<file path="config.mk">
export PLATFORM = sky130hd
export DESIGN_NAME = c2c_r_arbiter_flat
export DESIGN_NICKNAME = d
export VERILOG_FILES = /design/src/rtl/c2c_pkg.sv /design/src/rtl/c2c_r_if.sv /design/src/rtl/c2c_rr_pick.sv /design/src/rtl/c2c_r_arbiter.sv /design/src/flat_wrapper.sv
export SDC_FILE = /design/constraint.sdc
export NUM_CORES = 1
export LEC_CHECK = 0
export ABC_AREA = 1
export CAP_MARGIN = 10
export CORE_MARGIN = 5
export CORE_UTILIZATION = 32
export DETAILED_ROUTE_END_ITERATION = 8
export PLACE_DENSITY = 0.83
export SYNTH_ARGS = -nofsm -noshare
export SYNTH_HDL_FRONTEND = slang
export SYNTH_HIERARCHICAL = 1
export SYNTH_SLANG_ARGS = --single-unit
</file>
<file path="constraint.sdc">
create_clock -name clk -period 1.4 [get_ports clk]
set_input_delay 0.28 -clock clk [delete_from_list [all_inputs] [get_ports clk]]
set_output_delay 0.28 -clock clk [all_outputs]
set_load 0.02 [all_outputs]
</file>
<file path="src/rtl/c2c_pkg.sv">
// Shared types for the core-to-cache arbiters (read side today, write side later).
package c2c_pkg;

   typedef enum logic {
      IDLE = 1'b0,
      BUSY = 1'b1
   } arb_state_t;

endpackage

</file>
<file path="src/rtl/c2c_r_if.sv">
// Core-to-cache read link: master holds re/addr/sel until the slave pulses ack with data.
interface c2c_r #(
   parameter int XLEN = 32
);
   logic                re;
   logic [XLEN-1:0]     addr;
   logic [XLEN/8-1:0]   sel;
   logic                ack;
   logic [XLEN-1:0]     data;

   modport master (output re, addr, sel, input ack, data);
   modport slave  (input re, addr, sel, output ack, data);
endinterface

</file>
<file path="src/rtl/c2c_rr_pick.sv">
// Combinational 2-way round-robin picker; on contention the port that did not win last time wins.
module c2c_rr_pick (
   input  logic [1:0] req,
   input  logic       last,
   output logic       gnt,
   output logic       valid
);

   always_comb begin
      valid = |req;
      gnt   = (req == 2'b11) ? ~last : req[1];
   end

endmodule

</file>
<file path="src/rtl/c2c_r_arbiter.sv">
// Shares one c2c_r master port between instruction fetch (req0) and the load unit (req1).
module c2c_r_arbiter
   import c2c_pkg::*;
#(
   parameter int XLEN = 32
) (
   input  logic  clk,
   input  logic  rst_n,
   c2c_r.slave   req0,
   c2c_r.slave   req1,
   c2c_r.master  cache
);

   arb_state_t          state;
   arb_state_t          state_next;
   logic                last;
   logic                gnt;
   logic                pick_gnt;
   logic                pick_valid;
   logic                load;
   logic                done;
   logic [XLEN-1:0]     addr_q;
   logic [XLEN/8-1:0]   sel_q;

   c2c_rr_pick u_pick (
      .req   ({req1.re, req0.re}),
      .last  (last),
      .gnt   (pick_gnt),
      .valid (pick_valid)
   );

   always_ff @(posedge clk or negedge rst_n) begin
      if (!rst_n) state <= IDLE;
      else        state <= state_next;
   end

   always_comb begin
      state_next = state;
      load       = 1'b0;
      done       = 1'b0;
      case (state)
         IDLE: begin
            if (pick_valid) begin
               state_next = BUSY;
               load       = 1'b1;
            end
         end
         BUSY: begin
            if (cache.ack) begin
               state_next = IDLE;
               done       = 1'b1;
            end
         end
         default: state_next = IDLE;
      endcase
   end

   // last resets to 1 so requester 0 wins the first contention after reset
   always_ff @(posedge clk or negedge rst_n) begin
      if (!rst_n) begin
         last   <= 1'b1;
         gnt    <= 1'b0;
         addr_q <= '0;
         sel_q  <= '0;
      end else begin
         if (load) begin
            gnt    <= pick_gnt;
            addr_q <= pick_gnt ? req1.addr : req0.addr;
            sel_q  <= pick_gnt ? req1.sel  : req0.sel;
         end
         if (done) last <= gnt;
      end
   end

   assign cache.re   = (state == BUSY);
   assign cache.addr = addr_q;
   assign cache.sel  = sel_q;

   assign req0.ack   = done & ~gnt;
   assign req1.ack   = done &  gnt;
   assign req0.data  = cache.data;
   assign req1.data  = cache.data;

endmodule

</file>
<file path="src/flat_wrapper.sv">
// flat-port wrapper written by rule: the top's interface ports become plain ports
module c2c_r_arbiter_flat import c2c_pkg::*;
#(
   parameter int XLEN = 32
)
  (clk, rst_n, req0_re, req0_addr, req0_sel, req0_ack, req0_data, req1_re, req1_addr, req1_sel, req1_ack, req1_data, cache_re, cache_addr, cache_sel, cache_ack, cache_data);
  c2c_r #(.XLEN(XLEN)) req0_i ();
  c2c_r #(.XLEN(XLEN)) req1_i ();
  c2c_r #(.XLEN(XLEN)) cache_i ();
  input  logic clk;
  input  logic rst_n;
  input wire logic [$bits(req0_i.re)-1:0] req0_re;
  input wire logic [$bits(req0_i.addr)-1:0] req0_addr;
  input wire logic [$bits(req0_i.sel)-1:0] req0_sel;
  output wire logic [$bits(req0_i.ack)-1:0] req0_ack;
  output wire logic [$bits(req0_i.data)-1:0] req0_data;
  input wire logic [$bits(req1_i.re)-1:0] req1_re;
  input wire logic [$bits(req1_i.addr)-1:0] req1_addr;
  input wire logic [$bits(req1_i.sel)-1:0] req1_sel;
  output wire logic [$bits(req1_i.ack)-1:0] req1_ack;
  output wire logic [$bits(req1_i.data)-1:0] req1_data;
  output wire logic [$bits(cache_i.re)-1:0] cache_re;
  output wire logic [$bits(cache_i.addr)-1:0] cache_addr;
  output wire logic [$bits(cache_i.sel)-1:0] cache_sel;
  input wire logic [$bits(cache_i.ack)-1:0] cache_ack;
  input wire logic [$bits(cache_i.data)-1:0] cache_data;
  assign req0_i.re = req0_re;
  assign req0_i.addr = req0_addr;
  assign req0_i.sel = req0_sel;
  assign req0_ack = req0_i.ack;
  assign req0_data = req0_i.data;
  assign req1_i.re = req1_re;
  assign req1_i.addr = req1_addr;
  assign req1_i.sel = req1_sel;
  assign req1_ack = req1_i.ack;
  assign req1_data = req1_i.data;
  assign cache_re = cache_i.re;
  assign cache_addr = cache_i.addr;
  assign cache_sel = cache_i.sel;
  assign cache_i.ack = cache_ack;
  assign cache_i.data = cache_data;
  c2c_r_arbiter #(.XLEN(XLEN)) u_core (.clk(clk), .rst_n(rst_n), .req0(req0_i), .req1(req1_i), .cache(cache_i));
endmodule
</file>
==> impl_metrics.toml, run 1 <==
[floorplanning]
dieArea_um2 = 9560
initial_core_util_pct = 32.4
io_pins = 212
die_h_um = 97.8
die_w_um = 97.8
coreArea_um2 = 7610
rows = 32

[drt]
routed_wirelength_mm = 6.43
wl_per_cell_um = 12.7
via_per_inst = 4.24
drc = 0
drt_iter0_drc = 30
ant_nets = 0
first_pass_iters = 4
dr_total_vias = 2153

[power]
max-vdd-ir-drop_mv = 0.642
power.leakage_nw = 1.85
power_mw = 5.31
power_density_nw_per_um2 = 1560

[synth]
netlist_instances = 349
ys_types = 14
synth_seq_area_share_pct = 39.6
synth_area_leaders = "dfrtp_1, nand2_1, buf_4, buf_6, dfstp_2"
synth_area_per_cell_um2 = 7.07
synth_largest_area_cell = "dfrtp_1"
syn-cell-area_um2 = 2470
yosysTopAreaCellShare_pct = 38.6
yosysWarnings = 6
synth_seq_cells = 39
syn-num-nets = 458

[sta]
post-route-period-util_pct = 94.1
final_hold_viol_count = 0
timing.fmax_ghz = 0.759
fin_skew_ps = 8.74
slew_headroom_pct = 75.4
whs_ps = 262
final.min_clock_period_ps = 1320
worstMarginPinSlew_ps = 369
rsz0062_at_grt = "false"
worst_slack_ps = 83.2
slew_violations = 0
setup_viol_count_final = 0

[placed_design]
dpl.cell_count = 497
place_hpwl_mm = 4.72
numPortBuffers = 115
preCtsSetupSlack_ps = -419
gp_congestion = 0.775
post_dp_cell_area_um2 = 3270

[critical_path]
cp-end-kind = "output pin"
critical_path_class = "reg2out"
crit_arrival_ps = 1040
crit_chain = "dlygate4sd2_1"
path_buf_inv = 1
max_stage_delay_ps = 410
slowest_stage = "dfrtp_1"
worstPathMaxFanout = 2
worstPathRequired_ps = 1120
startpoint_type = "flop"
path_delay_family = "flip-flops"

[global_routing]
grt_remaining_overflow = 0
met2_usage_pct = 22.7
use_met3_pct = 5.79
grt_antenna_before_repair = 0
met1_usage_pct = 14.3
grt-busiest-layer = "met2"
grt_pass1_vias = 2202
grt_pass1_wl_mm = 10.5
grt_start_max_net_pins = 40
grt_use_total_pct = 13.3

[cts]
clk_latency_ps = 290
cts.sinks = 39
cts_root_buffer = "clkbuf_8"
cts_max_path_buffers = 2
cts-buffers-inserted = 5
clkSlewWorstSetupHoldPaths_ps = 80
h-tree-depth = 2
cts_tree = "done"

[layout]
antenna_cells = 0
layoutNonFillerInstCount = 508
layout-drive-gt1-share_pct = 7.64
nets = 514
area_growth_pct = 38.0
stdcell_area_um2 = 3400
fillers = 755

[status]
status = "complete, no violations"

[min_path]
min_path_type = "in2reg"

[run]
maxCapViolations = 0
## metal layers
layer | wire (µm) | vias up
li1 | - | 1089
met1 | 2560 | 964
met2 | 3130 | 78
met3 | 567 | 22
met4 | 178 | 0
met5 | 0 | -
## path summary, 6_finish.rpt
| check | start | cells past startpoint | endpoint | slack [ps] |
|---|---|---|---|---|
| max | u_core/cache.addr[14] | 1 | cache_addr[14] | 80 |
| min in group asynchronous | rst_n | 2 | u_core/cache.addr[14] | 440 |
| max reg2reg | u_core/last | 7 | u_core/cache.addr[7] | 100 |
| min reg2reg | u_core/cache.addr[11] | 2 | u_core/cache.addr[11] | 470 |
| max in group asynchronous | rst_n | 3 | u_core/cache.addr[7] | 420 |
| min | cache_ack | 2 | u_core/cache.re | 260 |
## state kept, by name, summed over array words and instances (netlist names)
signal,cells
u_core/cache.addr,32
u_core/cache.re,1
u_core/cache.sel,4
u_core/gnt,1
u_core/last,1
## report_power, final
| part | switching [mW] | total, mW | internal [mW] |
|---|---|---|---|
| Sequential | 0.255 | 1.84 | 1.58 |
| Clock | 0.391 | 0.967 | 0.577 |
| Combinational | 1.45 | 2.50 | 1.05 |
## cell usage in the layout, fill, tap and decap left out
master,synthesis,layout
clkdlybuf4s50_1,0,74
buf_12,0,5
buf_2,2,1
inv_2,2,2
dfrtp_1,38,38
dfstp_2,1,1
dlymetal6s2s_1,0,1
nor2_2,0,1
clkbuf_2,0,1
inv_1,2,2
or2_1,1,1
clkinv_2,0,1
dlygate4sd3_1,0,1
bufinv_16,0,1
nand2_2,1,2
a21oi_4,0,1
nand2_1,219,218
clkbuf_16,0,1
buf_6,6,1
clkbuf_8,0,6
buf_4,70,6
dlygate4sd2_1,0,36
inv_12,0,1
nor2_1,2,1
o21ai_0,3,3
## logic make-up (layout without fill, tap and decap cells)
logic type	count (synthesis)	count (layout)	share of synthesized area (%)
simple gates	223	223	34.1
compound gates	4	4	0.811
flops	39	39	39.6
buf+inv	83	140	25.4
## through the flow
step                utilization (%)  TNS [ps]
finish                         44.7         0
global route                   44.7         0
CTS                            43.9         0
detailed placement             42.9     -6940
global placement               42.9     -5670
floorplan                         -         0
## layout make-up
| class | count | area (µm²) | share of cell area (%) |
|---|---|---|---|
| Clock buffer | 6 | 82.6 | 2.43 |
| Clock inverter | 2 | 35.0 | 1.03 |
| Inverter | 5 | 31.3 | 0.919 |
| Multi-Input combinational cell | 227 | 878 | 25.8 |
| Sequential cell | 39 | 977 | 28.7 |
| Tap cell | 102 | 128 | 3.75 |
| Timing Repair Buffer | 127 | 1270 | 37.3 |
## Yosys cell counts (all sizes together)
master,n
inv,5
dfstp,1
nor2,2
a21oi,1
o21ai,3
dfrtp,38
buf,78
or2,1
nand2,220
## repair_timing
| item | in CTS | in global routing |
|---|---|---|
| hold buffers | 1 | 0 |
| pin swaps | 0 | 1 |
| setup buffers | 0 | 1 |
| gates resized for setup | 46 | 11 |
| cloned | 0 | 1 |
| endpoints found under the hold margin | 12 | 0 |
| endpoints found under the setup margin | 39 | 4 |
No activity file was read; power rests on OpenSTA's default activity.
==> inputs of run 2 (changes only) <==
--- a/config.mk
+++ b/config.mk
@@ -11,6 +11,7 @@
 export CORE_UTILIZATION = 32
 export DETAILED_ROUTE_END_ITERATION = 8
 export PLACE_DENSITY = 0.83
+export SLEW_MARGIN = 20
 export SYNTH_ARGS = -nofsm -noshare
 export SYNTH_HDL_FRONTEND = slang
 export SYNTH_HIERARCHICAL = 1
==> results of run 2 <==
Same layout as run 1: the final DEF is identical, and so are final timing and power.
